$ cat src/rtl/ps2_pkg.sv
// Shared constants for the PS/2 keyboard front end: scan codes, receive
// states and the btns bit layout used by the game logic.
package ps2_pkg;

  localparam logic [7:0] SC_EXT   = 8'hE0;
  localparam logic [7:0] SC_BRK   = 8'hF0;
  localparam logic [7:0] SC_UP    = 8'h75;
  localparam logic [7:0] SC_DOWN  = 8'h72;
  localparam logic [7:0] SC_LEFT  = 8'h6B;
  localparam logic [7:0] SC_RIGHT = 8'h74;
  localparam logic [7:0] SC_SPACE = 8'h29;
  localparam logic [7:0] SC_ENTER = 8'h5A;

  localparam int BTN_UP    = 3;
  localparam int BTN_DOWN  = 2;
  localparam int BTN_LEFT  = 1;
  localparam int BTN_RIGHT = 0;

  typedef enum logic [1:0] {
    IDLE,
    DATA,
    PARITY,
    STOP
  } rx_state_e;

endpackage

$ cat src/rtl/ps2_rx_frame.sv
// PS/2 frame receiver: synchronizes the keyboard pins, finds falling clock
// edges and assembles 11-bit frames into bytes, dropping bad or stalled frames.
module ps2_rx_frame
  import ps2_pkg::*;
#(
  parameter int TIMEOUT_CYCLES = 100000
) (
  input  logic       clk_i,
  input  logic       rst_ni,
  input  logic       ps2_clk_i,
  input  logic       ps2_data_i,
  output logic [7:0] byte_o,
  output logic       byte_vld_o,
  output logic       frame_err_o
);

  localparam int WdW = $clog2(TIMEOUT_CYCLES + 1);
  typedef logic [WdW-1:0] wd_t;
  localparam wd_t WdMax = wd_t'(TIMEOUT_CYCLES);

  logic      clk_meta_q, clk_sync_q, clk_prev_q;
  logic      data_meta_q, data_sync_q;
  logic      fall;
  rx_state_e state_q, state_d;
  logic [7:0] shift_q, shift_d;
  logic [2:0] cnt_q, cnt_d;
  logic      par_q, par_d;
  wd_t       wd_q, wd_d;
  logic      vld_q, vld_d;
  logic      err_q, err_d;

  assign fall = clk_prev_q & ~clk_sync_q;

  always_ff @(posedge clk_i or negedge rst_ni) begin
    if (!rst_ni) begin
      clk_meta_q  <= 1'b0;
      clk_sync_q  <= 1'b0;
      clk_prev_q  <= 1'b0;
      data_meta_q <= 1'b0;
      data_sync_q <= 1'b0;
      state_q     <= IDLE;
      shift_q     <= '0;
      cnt_q       <= '0;
      par_q       <= 1'b0;
      wd_q        <= '0;
      vld_q       <= 1'b0;
      err_q       <= 1'b0;
    end else begin
      clk_meta_q  <= ps2_clk_i;
      clk_sync_q  <= clk_meta_q;
      clk_prev_q  <= clk_sync_q;
      data_meta_q <= ps2_data_i;
      data_sync_q <= data_meta_q;
      state_q     <= state_d;
      shift_q     <= shift_d;
      cnt_q       <= cnt_d;
      par_q       <= par_d;
      wd_q        <= wd_d;
      vld_q       <= vld_d;
      err_q       <= err_d;
    end
  end

  // A falling edge always takes priority over an expiring watchdog.
  always_comb begin
    state_d = state_q;
    shift_d = shift_q;
    cnt_d   = cnt_q;
    par_d   = par_q;
    wd_d    = wd_q;
    vld_d   = 1'b0;
    err_d   = 1'b0;

    if (fall || state_q == IDLE) begin
      wd_d = '0;
    end else if (wd_q != WdMax) begin
      wd_d = wd_q + wd_t'(1);
    end

    if (fall) begin
      unique case (state_q)
        IDLE: begin
          if (!data_sync_q) begin
            state_d = DATA;
            cnt_d   = '0;
          end
        end
        DATA: begin
          shift_d = {data_sync_q, shift_q[7:1]};
          cnt_d   = cnt_q + 3'd1;
          if (cnt_q == 3'd7) state_d = PARITY;
        end
        PARITY: begin
          par_d   = data_sync_q;
          state_d = STOP;
        end
        STOP: begin
          state_d = IDLE;
          if (data_sync_q && ^{shift_q, par_q}) vld_d = 1'b1;
          else                                  err_d = 1'b1;
        end
        default: state_d = IDLE;
      endcase
    end else if (state_q != IDLE && wd_q == WdMax) begin
      state_d = IDLE;
      err_d   = 1'b1;
    end
  end

  assign byte_o      = shift_q;
  assign byte_vld_o  = vld_q;
  assign frame_err_o = err_q;

endmodule

$ cat src/rtl/ps2_key_decoder.sv
// Turns PS/2 scan codes into the game's held arrow buttons and one-shot
// continue/start pulses, ignoring keyboard auto-repeat for the pulses.
module ps2_key_decoder
  import ps2_pkg::*;
#(
  parameter int TIMEOUT_CYCLES = 100000
) (
  input  logic       clk,
  input  logic       rst,
  input  logic       PS2_CLK,
  input  logic       PS2_DATA,
  output logic [3:0] btns,
  output logic       continue_btn,
  output logic       start_btn,
  output logic       frame_err
);

  logic [7:0] rx_byte;
  logic       rx_vld, rx_err;
  logic       ext_q, ext_d, brk_q, brk_d;
  logic [3:0] btns_q, btns_d;
  logic       space_held_q, space_held_d, enter_held_q, enter_held_d;
  logic       cont_q, cont_d, start_q, start_d;

  ps2_rx_frame #(
    .TIMEOUT_CYCLES(TIMEOUT_CYCLES)
  ) u_rx (
    .clk_i      (clk),
    .rst_ni     (rst),
    .ps2_clk_i  (PS2_CLK),
    .ps2_data_i (PS2_DATA),
    .byte_o     (rx_byte),
    .byte_vld_o (rx_vld),
    .frame_err_o(rx_err)
  );

  always_ff @(posedge clk or negedge rst) begin
    if (!rst) begin
      ext_q        <= 1'b0;
      brk_q        <= 1'b0;
      btns_q       <= '0;
      space_held_q <= 1'b0;
      enter_held_q <= 1'b0;
      cont_q       <= 1'b0;
      start_q      <= 1'b0;
    end else begin
      ext_q        <= ext_d;
      brk_q        <= brk_d;
      btns_q       <= btns_d;
      space_held_q <= space_held_d;
      enter_held_q <= enter_held_d;
      cont_q       <= cont_d;
      start_q      <= start_d;
    end
  end

  // Prefix bytes only arm flags; the next ordinary byte consumes them.
  always_comb begin
    ext_d        = ext_q;
    brk_d        = brk_q;
    btns_d       = btns_q;
    space_held_d = space_held_q;
    enter_held_d = enter_held_q;
    cont_d       = 1'b0;
    start_d      = 1'b0;

    if (rx_err) begin
      ext_d = 1'b0;
      brk_d = 1'b0;
    end else if (rx_vld) begin
      if (rx_byte == SC_EXT) begin
        ext_d = 1'b1;
      end else if (rx_byte == SC_BRK) begin
        brk_d = 1'b1;
      end else begin
        ext_d = 1'b0;
        brk_d = 1'b0;
        if (ext_q) begin
          case (rx_byte)
            SC_UP:    btns_d[BTN_UP]    = ~brk_q;
            SC_DOWN:  btns_d[BTN_DOWN]  = ~brk_q;
            SC_LEFT:  btns_d[BTN_LEFT]  = ~brk_q;
            SC_RIGHT: btns_d[BTN_RIGHT] = ~brk_q;
            default: ;
          endcase
        end else begin
          case (rx_byte)
            SC_SPACE: begin
              cont_d       = ~brk_q & ~space_held_q;
              space_held_d = ~brk_q;
            end
            SC_ENTER: begin
              start_d      = ~brk_q & ~enter_held_q;
              enter_held_d = ~brk_q;
            end
            default: ;
          endcase
        end
      end
    end
  end

  assign btns         = btns_q;
  assign continue_btn = cont_q;
  assign start_btn    = start_q;
  assign frame_err    = rx_err;

endmodule

$ cat config.mk
export PLATFORM = sky130hd
export DESIGN_NAME = ps2_key_decoder
export DESIGN_NICKNAME = d
export VERILOG_FILES = /design/src/rtl/ps2_pkg.sv /design/src/rtl/ps2_rx_frame.sv /design/src/rtl/ps2_key_decoder.sv
export SDC_FILE = /design/constraint.sdc
export NUM_CORES = 1
export LEC_CHECK = 0
export ABC_AREA = 0
export CAP_MARGIN = 20
export CORE_MARGIN = 5
export CORE_UTILIZATION = 53
export DETAILED_ROUTE_END_ITERATION = 6
export PLACE_DENSITY = 0.72
export SLEW_MARGIN = 0
export SYNTH_ARGS = -nofsm -noshare
export SYNTH_HDL_FRONTEND = slang
export SYNTH_SLANG_ARGS = --single-unit
$ cat constraint.sdc
create_clock -name clk -period 1.6 [get_ports clk]
set_input_delay 0.32 -clock clk [delete_from_list [all_inputs] [get_ports clk]]
set_output_delay 0.32 -clock clk [all_outputs]
set_load 0.1 [all_outputs]
## After elaboration in Yosys (flattened, before gate mapping)

Cells that the tools add are included.

| word-level totals | value |
|---|---|
| register bits | 48 |
| input port bits | 4 |
| output and inout bits | 7 |
| word-level logic and storage cells | 112 |

| operators by class | value |
|---|---|
| $add $sub $neg | 2 |
| eq/ne operators | 19 |
| mux-type cells | 36 |
| bitwise gates (word level) | 11 |
| reductions and logical operators | 22 |

Operators with widths:

| kind | number |
|---|---|
| $eq 8x7->1 const B | 5 |
| $reduce_and 6->1 | 6 |
| $mux 17 | 2 |
| $mux 1 | 27 |
| $add 17x1->17 const B | 1 |
| $eq 17x17->1 const B | 1 |
| $ne 17x17->1 const B | 1 |
| $eq 8x8->1 const B | 2 |
| $reduce_bool 2->1 | 5 |
| $reduce_xor 9->1 | 1 |
| $eq 8x6->1 const B | 1 |
| $mux 2 | 4 |
| $not 1->1 | 8 |
| $pmux 2 s4 | 1 |
| $reduce_and 2->1 | 4 |
| $ne 3x3->1 const B | 2 |
| $pmux 3 s2 | 1 |
| $reduce_and 3->1 | 2 |
| $eq 2x2->1 const B | 2 |
| $add 3x1->3 const B | 1 |
| $and 1x1->1 | 3 |
| $eq 3x3->1 const B | 1 |
| $mux 3 | 1 |
| $ne 3x2->1 const B | 1 |
| other kinds (6) | 7 |

## Depth between registers and ports, before layout

Gate-level depths: netlist (run 1).

| depth | value |
|---|---|
| depth after elaboration | 8 |
| gate-level depth with buffers | 6 |
| gate-level depth less buffers | 6 |

## Modules after synthesis

Synthesis (run 1) repeated with hierarchy kept, for this count alone.

| unflattened totals | value |
|---|---|
| cell total of the unflattened synthesis | 207 |
| area total of the unflattened synthesis | 2351.0 µm² |

By module, submodules not included:

| module | instances | cells each | area an instance (µm²) | sequential area each (µm²) |
|---|---|---|---|---|
| ps2_rx_frame | 1 | 159 | 1845.5 | 950.9 |
| ps2_key_decoder | 1 | 48 | 505.5 | 250.2 |

## Worst setup path before layout (run 1)

OpenSTA, ideal clock, no wires.

| timing path | value |
|---|---|
| kind | reg2reg |
| start point | register u_rx.err_q (netlist: u_rx.frame_err_o) |
| end point | register enter_held_q |
| library setup time | 0.136 ns |
| arrival | 1.636 ns |
| required time | 1.464 ns |
| path slack | -0.172 ns |
| stages on the path, launching flop included | 4 |
| path buffers | 0 |
| clock period less this slack | 1.772 ns |
| path through | dfrtp_1 -> nand4bb_1 -> or4_1 -> mux2i_1 |

| on the way | value |
|---|---|
| word-level cells in the longest chain between the ends | 2 |

RTL lines:

| what | RTL line | RTL |
|---|---|---|
| from (decl) | ps2_rx_frame.sv:30 | `logic err_q, err_d;` |
| from (signal assigned) | ps2_rx_frame.sv:60 | `err_q <= err_d;` |
| $not 1->1 (no source line) | n/a |  |
| $reduce_and 6->1 (no source line) | n/a |  |
| to (signal assigned) | ps2_key_decoder.sv:51 | `enter_held_q <= enter_held_d;` |
| to (decl) | ps2_key_decoder.sv:22 | `logic space_held_q, space_held_d, enter_held_q, enter_held_d;` |

Every way passes these cells.
A chain may end at the register's enable or synchronous reset.

## Final worst setup path (run 1)

| timing path | value |
|---|---|
| start point | register u_rx.wd_q[1] |
| end point | register u_rx.state_q[1] |

| on the way | value |
|---|---|
| word-level cells in the longest chain between the ends | 4 |

RTL lines:

| what | RTL line | RTL |
|---|---|---|
| from (decl) | ps2_rx_frame.sv:28 | `wd_t wd_q, wd_d;` |
| from (signal assigned) | ps2_rx_frame.sv:58 | `wd_q <= wd_d;` |
| $eq 17x17->1 | ps2_rx_frame.sv:104 | `end else if (state_q != IDLE && wd_q == WdMax) begin` |
| $logic_and 1x1->1 | ps2_rx_frame.sv:104 |  |
| $reduce_bool 2->1 (no source line) | n/a |  |
| $reduce_and 3->1 (no source line) | n/a |  |
| to (signal assigned) | ps2_rx_frame.sv:54 | `state_q <= state_d;` |
| to (decl) | ps2_rx_frame.sv:24 | `rx_state_e state_q, state_d;` |

Every way passes these cells.

==> flow_results.org, run 1 <==
** Synthesis
- Combined area of all synthesized cells :: 2350 um^2
- Counting flops with a built-in enable in the synthesized netlist gives 0.
- Compound-Gate Fraction of Synth Area :: 9.01%
- Net count after synthesis :: 235
- Avg Cell Area, Syn :: 10.6 um^2
- The number of different library cells used by synthesis comes to 41.
- By area, the combinational part of the netlist is dominated by simple AND/OR/NAND/NOR gates.
- Fraction of the mapped netlist area in simple logic gates :: 21.1%
- Synth Area in Adders :: 4.80%
- Proportion of synthesized chip area in sequential cells :: 51.2%
- Fraction of synthesized cell area in xor and xnor cells :: 5.65%
- After synthesis, the share of flip-flops with an asynchronous set or reset is 100%.
- During synthesis, Yosys emitted a total of 0 warnings.
- In this run, synthesis produced a sequential element count of 48.
- The cell count after synthesis came out at 222.
- Mux cell area share after synthesis :: 5.54%
- Predominant post-synthesis flop cell :: sky130_fd_sc_hd__dfrtp_1

** STA
- Fin crit share :: 113%
- In this run the tightest slew margin relative to its limit is 71.3%.
- Final setup violation count :: 11
- Fmax achieved :: 0.553 GHz
- For the pin with the worst max-slew slack, the measured transition is 0.430 ns.
- Setup repair after global routing could not meet its margin everywhere.
- Number of failing hold endpoints at the final stage :: 0
- Max Clock Skew :: 0.00657 ns
- The max-slew violation count came to 0.
- Post-layout worst setup margin :: -0.210 ns
- The routed design could run at a clock period as short as 1.81 ns.

** Placed design
- The number of placed instances, taps included, is 312.
- Placer congestion estimate :: 0.847
- Sum of net half-perimeters after detailed placement :: 3250 um
- During placement, the flow inserted port buffers numbering 10.

** Layout
- Most frequent cells in the layout :: sky130_fd_sc_hd__dfrtp_1 (44), sky130_fd_sc_hd__buf_4 (31), sky130_fd_sc_hd__nand2_1 (14)
- The post-route netlist has 29.9% of its cells at a drive strength greater than 1.
- Area Growth Syn to Fin :: 31.4%
- The repair_antennas step left the layout with diodes totalling 0.
- Leading cell type in the layout, fill and taps excluded :: sky130_fd_sc_hd__dfrtp_1
- Nets :: 283
- For this run, the number of standard cells in the final layout without fillers is 323.

** Drt
- DR vias :: 1,878
- After detailed routing, the number of vias per cell comes to 5.81.
- Number of iterations in the first detailed-routing pass :: 4
- In the routed design, unresolved DRC markers number 0.
- For this block, the initial DRC count from the detailed router was 100.
- Post-detailed-route wirelength per cell :: 15.0 um
- Antenna-violating nets left :: 0
- Wire length reported by the detailed router :: 4860 um

** Critical path
- STA classifies the critical path startpoint as a register.
- Walking the worst path, the cells encountered are inv_1 -> ha_2 -> nor4b_4 -> nand4_1 -> buf_4 -> nor3_4 -> o22ai_2.
- The critical path starts at u_rx.wd_q[1].
- The largest single stage delay on the critical path is 0.45 ns.
- CP max FO :: 4
- Flop2flop setup slack :: -0.21 ns
- Data arrival time of the worst path :: 2.00 ns
- The largest individual stage delay along the critical path comes from the cell sky130_fd_sc_hd__dfrtp_1.
- Logic depth of the worst register-to-register path :: 7
- The worst setup path is captured at a register.
- The critical path ends at u_rx.state_q[1].
- Data required, critical path :: 1.79 ns
- R2R Path Start :: u_rx.wd_q[1]
- End of the worst register-to-register path :: u_rx.state_q[1]
- The critical path in this run is classified as reg2reg.

** Die
- The floorplan step set the die height to 76.6 um.
- Row generation in the floorplan step produced 24 rows.
- In this run the standard cell core region covers 4320 um^2.
- Die Span X :: 76.6 um
- DIE AREA :: 5860 um^2
- Boundary pin count :: 11
- The initial utilization of the core area, before any placement, comes to 54.3%.

** Pwr
- Overall power consumption :: 3950 uW
- Portion of total power attributed to sequential cells :: 40.4%
- Pwr/cell area :: 1280 nW/um^2
- Worst ir drop on vdd :: 0.779 mV
- In this run the static leakage power is 0.00139 uW.
- Internal Pwr Total :: 2700 uW
- Net switching is 31.7% of the power.
- Gate power share :: 35.4%
- The clock network burns 24.3% of the power.
- Switching component of the power :: 1250 uW

** CTS
- The clock net in this run drives a total of 48 sinks.
- Clock latency at the later pin of the worst-skew pair :: 0.31 ns
- Number of clock buffers inserted by TritonCTS :: 5
- H-tree depth reported by CTS :: 2
- CTS clock-pin slew for the worst setup and hold paths :: 0.08 ns
- TritonCTS built the clock tree.
- Buffer depth of the longest clock path :: 2
- CTS placed an instance of sky130_fd_sc_hd__clkbuf_8 at the clock tree root.

** GRT
- Number of global-route vias before repair :: 1,728
- Pin count of the biggest net entering global routing :: 24
- All-layer global routing usage :: 17.3%
- Wire length of the first global-routing pass :: 8180 um
- The initial antenna violation count came to 0.
- Gr ovfl total :: 0

** Job
- Max-cap violations in this run came to 0.

** Min path
- Min-delay worst type :: reg2reg

** Status
- The final reports fail on setup timing.
- Outcome :: finished with violations
## cells in the mapped netlist, types with 2 or more instances
cell,number,area share [%]
sky130_fd_sc_hd__nand2_1,14,2.2
sky130_fd_sc_hd__and3_1,3,0.80
sky130_fd_sc_hd__or4_1,2,0.64
sky130_fd_sc_hd__a21o_1,2,0.64
sky130_fd_sc_hd__clkbuf_1,3,0.48
sky130_fd_sc_hd__xnor3_1,2,1.9
sky130_fd_sc_hd__nand3_2,2,0.85
sky130_fd_sc_hd__nor2b_1,3,0.80
sky130_fd_sc_hd__a32o_1,2,0.85
sky130_fd_sc_hd__xor2_1,3,1.1
sky130_fd_sc_hd__mux2_2,8,3.8
sky130_fd_sc_hd__or3_1,8,2.1
sky130_fd_sc_hd__and2_1,2,0.53
sky130_fd_sc_hd__dfrtp_1,48,51
sky130_fd_sc_hd__o21ai_0,12,2.6
sky130_fd_sc_hd__ha_1,9,4.8
sky130_fd_sc_hd__xnor2_1,7,2.6
sky130_fd_sc_hd__mux2i_1,4,1.7
sky130_fd_sc_hd__nor4_1,3,0.80
sky130_fd_sc_hd__o31ai_1,3,0.96
sky130_fd_sc_hd__nand3_1,9,1.9
sky130_fd_sc_hd__nand2b_1,3,0.80
sky130_fd_sc_hd__nand4_1,8,2.1
sky130_fd_sc_hd__o22ai_1,2,0.53
sky130_fd_sc_hd__inv_1,12,1.9
sky130_fd_sc_hd__a21oi_1,13,2.8
sky130_fd_sc_hd__nor2_1,12,1.9
sky130_fd_sc_hd__or2_1,2,0.53
sky130_fd_sc_hd__nor3_1,9,1.9
## cell type report
type / count / area, um^2
fill: 316 / 1240
sequential: 48 / 1210
multi-input combinational: 157 / 1180
timing repair buffer: 46 / 462
clock buffer: 7 / 96.3
tap: 52 / 65.1
inverter: 12 / 45.0
clock inverter: 1 / 30.0
## sequential cells by signal (all words and copies together), names as in the netlist, 2 cells and up
signal / cells
btns: 4
u_rx.byte_o: 8
u_rx.cnt_q: 3
u_rx.state_q: 2
u_rx.wd_q: 17
## per-stage QoR
stage / hold WS (ns) / instance area, um^2 / utilization [%] / setup slack, ns / setup TNS [ns]
2_1_floorplan: 0.0244 / 2350 / - / -0.121 / -0.186
3_3_place_gp: 0.281 / 2820 / 65.2 / -0.0577 / -0.199
3_5_place_dp: 0.282 / 2820 / 65.2 / -0.167 / -0.971
4_1_cts: 0.355 / 3010 / 69.6 / -0.0990 / -0.313
5_1_grt: 0.370 / 3080 / 71.3 / -0.276 / -2.37
6_report: 0.352 / 3080 / 71.3 / -0.210 / -1.64
## worst max-delay path, delay by kind of cell, from the launching register on
family / cells / cell delay (ns)
adder cells (fa/ha/maj): 1 / 0.17
AND/OR/NAND/NOR: 3 / 0.67
AO/OA/AOI/OAI: 1 / 0.10
buffers and inverters: 2 / 0.29
flip-flops: 1 / 0.45
## worst min path at each step
stage	start	to	slack, ns	cells past startpoint
after global placement	rst	u_rx.byte_o[6]	0.28	1
after floorplan	rst	brk_q	0.02	0
after CTS	u_rx.clk_meta_q	u_rx.clk_sync_q	0.35	0
final	u_rx.clk_meta_q	u_rx.clk_sync_q	0.35	0
after global routing	u_rx.clk_meta_q	u_rx.clk_sync_q	0.37	0
after detailed placement	rst	u_rx.byte_o[6]	0.28	1
## power by group through the flow
stage	sequential, uW	clock [uW]	combinational [uW]
3_5_place_dp	1610	0	1210
2_1_floorplan	1580	0	804
3_3_place_gp	1600	0	1170
4_1_cts	1580	981	1250
6_report	1590	958	1400
5_1_grt	1620	1040	1510
## logic make-up (layout without fill, tap and decap cells)
logic type / count (synthesis) / in the layout
AO/OA/AOI/OAI: 36 / 36
XOR/XNOR: 12 / 12
adder cells (fa/ha/maj): 9 / 9
buffers and inverters: 17 / 66
flip-flops: 48 / 48
multiplexers: 12 / 12
AND/OR/NAND/NOR: 88 / 88
## repair_timing
item | CTS | global route
hold buffers | 1 | 0
endpoints found under the setup margin | 11 | 15
pin swaps | 3 | 9
resized for setup | 10 | 16
buffers inserted | 2 | 3
hold endpoints to repair | 16 | 0
## metal layers
layer | GRT usage (%) | part of all wire, % | vias up
li1 | - | - | 892
met4 | 7.69 | 3.4 | 0
met2 | 26.6 | 47 | 52
met1 | 22.6 | 45 | 915
met5 | 0 | 0 | -
met3 | 4.73 | 4.4 | 19
Note: power is estimated with default switching activity, not from simulation.
==> run 2: changes to the inputs <==
--- a/config.mk
+++ b/config.mk
@@ -8,10 +8,10 @@
 export ABC_AREA = 0
 export CAP_MARGIN = 20
 export CORE_MARGIN = 5
-export CORE_UTILIZATION = 53
+export CORE_UTILIZATION = 45
 export DETAILED_ROUTE_END_ITERATION = 6
-export PLACE_DENSITY = 0.72
-export SLEW_MARGIN = 0
+export PLACE_DENSITY = 0.63
+export RECOVER_POWER = 100
 export SYNTH_ARGS = -nofsm -noshare
 export SYNTH_HDL_FRONTEND = slang
 export SYNTH_SLANG_ARGS = --single-unit
==> run 2 against run 1 <==
The flow still finishes with violations (setup timing). Highest routed layer unchanged. Worst setup slack improved by 0.089 ns. Sequential power barely moved. Largest cell class unchanged. Critical endpoint is now u_rx.wd_q[14]. Count of clock-buffer cells in the layout did not move.
==> flow_results.org, run 2 (same netlist as run 1, synthesis figures left out) <==
** Pwr
- Leakage power of the design :: 0.00132 uW
- VDD sags by at most 0.774 mV.
- Pwr/cell area :: 1220 nW/um^2

** GRT
- Number of global-route vias before repair :: 1,852
- Summed over all layers, the global routing overflow is 0.
- Antenna violations before repair :: 0
- Wire length of the first global-routing pass :: 8320 um
- In the global route stage, overall resource usage came out at 16.1%.
- Entering global routing, the biggest net connects 22 pins.

** STA
- The number of hold-slack violations in the final timing report was 0.
- The clock arrives with 0.00890 ns of skew.
- Tightest Pin Transition :: 0.549 ns
- Headroom to the max-slew limit :: 63.6%
- Fmax achieved :: 0.581 GHz
- The worst path in the final design needs a cycle of 1.72 ns, including I/O delays and setup.
- Final setup violation count :: 4
- Post-layout worst setup margin :: -0.121 ns
- The final critical path takes up 108% of the cycle.
- The max-slew violation count came to 0.
- Unrepaired setup endpoints after global routing :: yes

** CTS
- No sink is reached through more buffers than the 2 on the longest clock path.
- The tree is rooted in a sky130_fd_sc_hd__clkbuf_8.
- Number of clock buffers inserted by TritonCTS :: 5
- Clock tree sinks :: 48
- CTS built an H-tree with a depth of 2.
- Clock latency at the later pin of the worst-skew pair :: 0.30 ns
- TritonCTS built the clock tree.
- Clock-pin slew was measured on the worst setup and hold paths at 0.08 ns.

** Critical path
- The critical path in this run is classified as reg2reg.
- Together, buffers and inverters on the worst path number 0.
- Stage delay of the slowest cell on the critical path :: 0.44 ns
- Stages on the worst setup path :: 5
- The setup check on the worst reg-to-reg path leaves a slack of -0.12 ns.
- For the worst setup path, the data arrival time is 1.95 ns.
- STA classifies the critical path endpoint as a register.
- The slowest stage of the critical path belongs to the cell sky130_fd_sc_hd__or4_4.
- The startpoint identified for the worst register-to-register timing path is u_rx.wd_q[1].
- STA classifies the critical path startpoint as a register.
- Cell Chain, Critical Path :: ha_2 -> nand4_1 -> or4_4 -> or3_1 -> a21oi_2
- In this run the worst setup path begins at u_rx.wd_q[1].
- End of the worst register-to-register path :: u_rx.wd_q[14]
- Following the worst setup path forward leads to its endpoint at u_rx.wd_q[14].
- Data on the critical path is required at its endpoint by 1.83 ns.
- Of all nets on the critical path, the largest fanout is 4.
- Grouping stages by cell kind, the critical path spends the most delay in simple AND/OR/NAND/NOR gates.
- Measured in cells, the most critical reg-to-reg path has a length of 5.

** Drt
- Number of iterations in the first detailed-routing pass :: 4
- Wire length reported by the detailed router :: 4520 um
- Antenna-violating nets left :: 0
- After detailed routing, the average wire length per cell comes to 13.2 um.
- Number of design rule violations left after detail routing :: 0
- First-iteration detailed-routing DRC count :: 140
- Number of vias per cell :: 5.24
- The final route contains 1,792 vias.

** Layout
- Most frequent cells in the layout :: sky130_fd_sc_hd__dfrtp_1 (47), sky130_fd_sc_hd__buf_4 (32), sky130_fd_sc_hd__nand2_1 (14)
- For this run, the share of the core covered by cells in the final layout is 56.9%.
- In the final layout, the share of cells above drive strength 1 is 25.4%.
- Count of antenna diodes in the layout :: 0
- Area Growth Syn to Fin :: 22.9%
- The register with the most flip-flops in the layout has 17 of them.
- Nets :: 284
- Leading cell type in the layout, fill and taps excluded :: sky130_fd_sc_hd__dfrtp_1
- The finished cells cover 2890 um^2.
- Counting flops per register, the top entry is u_rx.wd_q.

** Placed design
- Cell Area, Placed :: 2840 um^2
- Placer congestion estimate :: 0.806
- Sum of net half-perimeters after detailed placement :: 3250 um
- Port-buffer cells :: 10

** Die
- 11 I/O pins were placed.
- For this configuration, the core starts out at a cell density of 46.3%.
- The floorplan has 26 rows.
- The die is 82.2 um wide.
- Core box area :: 5070 um^2
- The die covers 6760 um^2.
- The die is 82.2 um tall.

** Min path
- Min-delay worst type :: reg2reg

** Status
- The run finished, with violations left.
- The checks that failed: setup timing.

** Job
- Across the run, the number of max-cap violations was 0.
==> run 2: worst min-delay path by stage <==
stage	cells after the start	end	slack, ns	from
after floorplan	0	brk_q	0.02	rst
after global placement	1	u_rx.byte_o[6]	0.28	rst
after detailed placement	1	u_rx.byte_o[6]	0.29	rst
after CTS	0	u_rx.clk_sync_q	0.36	u_rx.clk_meta_q
after global routing	0	u_rx.clk_sync_q	0.37	u_rx.clk_meta_q
final	0	u_rx.clk_sync_q	0.35	u_rx.clk_meta_q
==> run 2: layout make-up <==
| cell class | count | area, um^2 |
|---|---|---|
| Clock inverter | 1 | 5.00 |
| Tap cell | 70 | 87.6 |
| Multi-Input combinational cell | 157 | 1120 |
| Clock buffer | 7 | 76.3 |
| Fill cell | 466 | 2190 |
| Inverter | 12 | 45.0 |
| Timing Repair Buffer | 47 | 345 |
| Sequential cell | 48 | 1200 |
==> run 2: power breakdown <==
part / leakage [uW] / internal (uW) / total [uW] / switching (uW)
Sequential: 0.000643 / 1390 / 1590 / 193
Clock: 0.0000422 / 307 / 692 / 385
Combinational: 0.000632 / 677 / 1240 / 558
==> run 2: metal layers <==
metal | vias to the layer above | GRT usage, % | wire, um
li1 | 896 | - | -
met1 | 857 | 20.0 | 2130
met5 | - | 0 | 0
met2 | 30 | 26.6 | 2130
met3 | 9 | 3.04 | 156
met4 | 0 | 8.47 | 111
==> run 2: stage by stage <==
| step | setup TNS [ns] | power (uW) | setup slack (ns) | std cells | hold slack, ns |
|---|---|---|---|---|---|
| 2_1_floorplan | -0.186 | 2380 | -0.121 | 222 | 0.0244 |
| 3_3_place_gp | -0.231 | 2760 | -0.0728 | 330 | 0.280 |
| 3_5_place_dp | -0.577 | 2790 | -0.133 | 330 | 0.288 |
| 4_1_cts | -0.287 | 3530 | -0.124 | 342 | 0.355 |
| 5_1_grt | -1.22 | 3800 | -0.181 | 342 | 0.371 |
| 6_report | -0.240 | 3510 | -0.121 | 342 | 0.352 |
==> run 2: what timing repair did <==
item / CTS / global route
hold buffers: 1 / 0
gates cloned: 0 / 0
resized for setup: 5 / 7
pin swaps: 4 / 3
setup buffers: 3 / 0
endpoints found under the setup margin: 9 / 16
endpoints found under the hold margin: 16 / 0
